$ cat src/rtl/sram_port_arbiter.sv
// Arbitrates one single-port synchronous SRAM between instruction fetch and data access.
// Data normally wins, but a streak counter guarantees fetch a slot after STARVE_LIMIT data grants.
module sram_port_arbiter #(
   parameter int unsigned STARVE_LIMIT = 4
) (
   input  logic        clk,
   input  logic        reset,
   input  logic        inst_req,
   input  logic [31:0] inst_addr,
   input  logic        inst_cancel,
   output logic        inst_addr_ok,
   output logic        inst_data_ok,
   output logic [31:0] inst_rdata,
   input  logic        data_req,
   input  logic [3:0]  data_we,
   input  logic [31:0] data_addr,
   input  logic [31:0] data_wdata,
   output logic        data_addr_ok,
   output logic        data_data_ok,
   output logic [31:0] data_rdata,
   output logic        sram_en,
   output logic [3:0]  sram_we,
   output logic [31:0] sram_addr,
   output logic [31:0] sram_wdata,
   input  logic [31:0] sram_rdata
);

   localparam logic [3:0] LIMIT = 4'(STARVE_LIMIT);

   logic [3:0] streak_cnt;
   logic [3:0] streak_next;
   logic       rsp_valid;
   logic       rsp_owner;
   logic       rsp_write;
   logic       inst_elig;
   logic       data_elig;
   logic       grant_inst;
   logic       grant_data;

   // Reset gating keeps every output low while reset is held, including combinational grants.
   always_comb begin
      inst_elig  = inst_req & ~inst_cancel & ~reset;
      data_elig  = data_req & ~reset;
      grant_inst = inst_elig & (~data_elig | (streak_cnt == LIMIT));
      grant_data = data_elig & ~grant_inst;
   end

   always_comb begin
      streak_next = streak_cnt;
      if (grant_inst || !inst_elig) begin
         streak_next = 4'd0;
      end else if (grant_data) begin
         streak_next = (streak_cnt >= LIMIT) ? LIMIT : streak_cnt + 4'd1;
      end
   end

   always_ff @(posedge clk or posedge reset) begin
      if (reset) begin
         streak_cnt <= 4'd0;
         rsp_valid  <= 1'b0;
         rsp_owner  <= 1'b0;
         rsp_write  <= 1'b0;
      end else begin
         streak_cnt <= streak_next;
         rsp_valid  <= grant_inst | grant_data;
         rsp_owner  <= grant_data;
         rsp_write  <= grant_data & (|data_we);
      end
   end

   always_comb begin
      sram_en    = 1'b0;
      sram_we    = 4'd0;
      sram_addr  = 32'd0;
      sram_wdata = 32'd0;
      if (grant_inst) begin
         sram_en   = 1'b1;
         sram_addr = inst_addr;
      end else if (grant_data) begin
         sram_en    = 1'b1;
         sram_we    = data_we;
         sram_addr  = data_addr;
         sram_wdata = data_wdata;
      end
   end

   // A fetch response is squashed by a cancel arriving in its response cycle.
   always_comb begin
      inst_addr_ok = grant_inst;
      data_addr_ok = grant_data;
      inst_data_ok = rsp_valid & ~rsp_owner & ~inst_cancel;
      data_data_ok = rsp_valid & rsp_owner;
      inst_rdata   = inst_data_ok ? sram_rdata : 32'd0;
      data_rdata   = (data_data_ok && !rsp_write) ? sram_rdata : 32'd0;
   end

endmodule

$ cat config.mk
export PLATFORM = sky130hd
export DESIGN_NAME = sram_port_arbiter
export DESIGN_NICKNAME = d
export VERILOG_FILES = /design/src/rtl/sram_port_arbiter.sv
export SDC_FILE = /design/constraint.sdc
export NUM_CORES = 1
export LEC_CHECK = 0
export BUFFER_PORTS_ARGS = -buffer_cell sky130_fd_sc_hd__buf_2
export CAP_MARGIN = 30
export CELL_PAD_IN_SITES_DETAIL_PLACEMENT = 1
export CELL_PAD_IN_SITES_GLOBAL_PLACEMENT = 1
export CORE_AREA = 2 2 107 109
export DETAILED_ROUTE_END_ITERATION = 12
export DIE_AREA = 0 0 109 111
export GPL_TIMING_DRIVEN = 0
export HOLD_SLACK_MARGIN = 0.05
export PLACE_DENSITY = 0.73
export SLEW_MARGIN = 10
export SYNTH_ARGS = -nofsm -noshare
export SYNTH_HDL_FRONTEND = slang
export SYNTH_SLANG_ARGS = --single-unit
export TNS_END_PERCENT = 50
$ cat constraint.sdc
create_clock -name clk -period 2.5 [get_ports clk]
set_input_delay 0.375 -clock clk [delete_from_list [all_inputs] [get_ports clk]]
set_output_delay 0.375 -clock clk [all_outputs]
set_load 0.02 [all_outputs]
==> results.json <==
{
  "reg2reg_from": "streak_cnt[0]",
  "synth_nets": 319,
  "finalCritPeriodShare_pct": 93.3,
  "drtIter0Drc": 60,
  "cp_max_fo": 10,
  "setup.worst_path.end_class": "output pin",
  "nets": 597,
  "clkTransAtPathRegs_ps": 30,
  "p_sw_uw": 295,
  "finalMaxSlewViolations": 0,
  "grt_overflow": 0,
  "worst_ir_drop_vdd_mv": 0.147,
  "cp.arrival_ps": 1960,
  "max_slew_margin_pct": 54.7,
  "startpoint_type": "flop",
  "synth_common_cells": "and2_1 (101), a22o_1 (32), dfrtp_1 (7)",
  "critPathKind": "reg2out",
  "hold_buffers": 0,
  "yosys.area.top_type": "and2_1",
  "hold_class": "in2async",
  "start_util_pct": 12.3,
  "min_period_ps": 2330,
  "die_y_um": 111,
  "synth_area_um2": 1360,
  "ys_seq_elements": 7,
  "place_area_um2": 2900,
  "intPower_uw": 524,
  "cap_violations": 0,
  "post_cts_buffers": 0,
  "power_frac_comb_pct": 52.7,
  "die_area_um2": 12100,
  "final_area_um2": 2990,
  "io_pins": 274,
  "hpwl_um": 7380,
  "synth_top_area_share_pct": 46.5,
  "cp_slowest_cell": "dfrtp_1",
  "synth_most_common_cell": "and2_1",
  "crit_top_cell": "buf_2",
  "firstDrtPassIters": 4,
  "die_w_um": 109,
  "synth_cell_types": 23,
  "wl_per_cell_um": 13.4,
  "cts.sinks": 7,
  "yosysSeqAreaShare_pct": 12.9,
  "place.gp.congestion": 0.726,
  "synthFlopType": "dfrtp_1",
  "ctsHtreeMaxLevel": 1,
  "buffer_ports.inserted": 273,
  "ys_warn_count": 0,
  "drive_above_1_share_pct": 63.5,
  "ctsResizeCount": 0,
  "grt_max_degree": 12,
  "worstMarginPinSlew_ps": 678,
  "seqPwrFrac_pct": 14.7,
  "finalHoldViolCount": 0,
  "cts_buffer_depth": 2,
  "viasPerCell": 3.99,
  "vias": 2391,
  "outcome": "finished clean",
  "worstPathCellList": "inv_1 -> ha_1 -> nand3b_1 -> a21oi_4 -> buf_2 -> a22o_1 -> buf_2",
  "powerDensity_nw_per_um2": 274,
  "fillers": 1451,
  "fp-row-count": 39,
  "async_reset_ff_share_pct": 100,
  "setup_viol": 0,
  "num_antenna_cells": 0,
  "grt_pass1_wl_um": 11500,
  "grt_pass1_vias": 2354,
  "p_clk_share_pct": 32.6,
  "syn_inst": 180,
  "cts_tree": "built",
  "drc_errors": 0,
  "synth_edf_count": 0,
  "rsz0062_at_grt": "false",
  "leakage_uw": 0.00193,
  "antenna_left": 0,
  "core_region_area_um2": 11100,
  "max_stage_delay_ps": 390,
  "cts_inserted_buffers": 3,
  "root_buffer": "clkbuf_16",
  "synthToLayoutAreaGrowth_pct": 120,
  "fmax_mhz": 429,
  "netSwitchingFraction_pct": 36.1,
  "synth_area_per_cell_um2": 7.54,
  "skew_ps": 0.291,
  "clk_latency_ps": 230,
  "grtUsageTotal_pct": 12.1,
  "tns_ps": 0,
  "drt_wl_total_um": 8050,
  "cp.required_ps": 2120,
  "synth.top_cells.by_area": "and2_1 (47%), a22o_1 (21%), dfrtp_1 (13%)",
  "grt_antenna_before_repair": 0,
  "startpoint": "streak_cnt[0]"
}
==> worst paths after layout <==
kind | depth (start not counted) | slack, ps | endpoint
worst max-delay path | 7 | 170 | sram_addr[2]
worst min-delay path | 2 | 100 | streak_cnt[2]
worst max register to register | 7 | 900 | rsp_write
worst min register to register | 1 | 470 | streak_cnt[0]
max in group asynchronous | 2 | 2190 | rsp_owner
min in group clk | 3 | 440 | rsp_valid
==> layout make-up <==
type,instances,area [um^2],area share [%]
Buffer,17,115,3.85
Clock buffer,4,78.8,2.64
Inverter,4,15.0,0.502
Multi-Input combinational cell,152,1060,35.5
Sequential cell,7,175,5.86
Tap cell,143,179,5.99
Timing Repair Buffer,273,1370,45.7
==> cells in the final DEF (no fill, tap or decap), drive strengths merged, types with 2 or more instances in the layout <==
cell type | synthesis | routed
a21oi | 2 | 2
inv | 4 | 4
and2 | 101 | 101
nor2b | 2 | 2
clkbuf | 6 | 10
nand2 | 2 | 2
ha | 2 | 2
dfrtp | 7 | 7
buf | 11 | 284
a22o | 32 | 32
==> flip-flops by register name, indices dropped and copies added (netlist names) <==
name / count
rsp_owner: 1
rsp_write: 1
streak_cnt: 4
rsp_valid: 1
==> critical path, delay by kind of cell (launching register included) <==
kind                       cells  cell delay (ps)
buffers and inverters          3              520
DFF                            1              390
adders and majority gates      1              160
and+or+nand+nor                1              160
AOI/OAI and AO/OA              2              500
==> layer usage <==
metal  GRT usage (%)  share of wire (%)
met5               0                  0
met4            3.33                1.2
met3            2.94                 11
met2            24.7                 54
met1            11.6                 34
==> power by group through the flow <==
stage	Sequential, uW	Combinational, uW	Clock [uW]
6_report	120	431	267
5_1_grt	121	468	278
4_1_cts	120	438	272
3_5_place_dp	122	437	0
3_3_place_gp	121	428	0
2_1_floorplan	121	221	0
==> cell families after synthesis <==
kind of cell | synth area share (%)
other cells | 0.276
fa+ha+maj | 1.84
compound gates | 23.4
simple gates | 52.0
flops | 12.9
buf+inv | 9.58
==> stage by stage <==
| stage | worst slack (ps) | total power [uW] | instances | util (%) | hold WS (ps) |
|---|---|---|---|---|---|
| 2_1_floorplan | 618 | 342 | 180 | - | 178 |
| 3_3_place_gp | 176 | 549 | 596 | 26.2 | 339 |
| 3_5_place_dp | 160 | 559 | 596 | 26.2 | 343 |
| 4_1_cts | 27.2 | 830 | 600 | 26.9 | 110 |
| 5_1_grt | 11.9 | 867 | 600 | 27.0 | 134 |
| 6_report | 167 | 819 | 600 | 27.0 | 104 |
(Power assumes the default switching activity.)
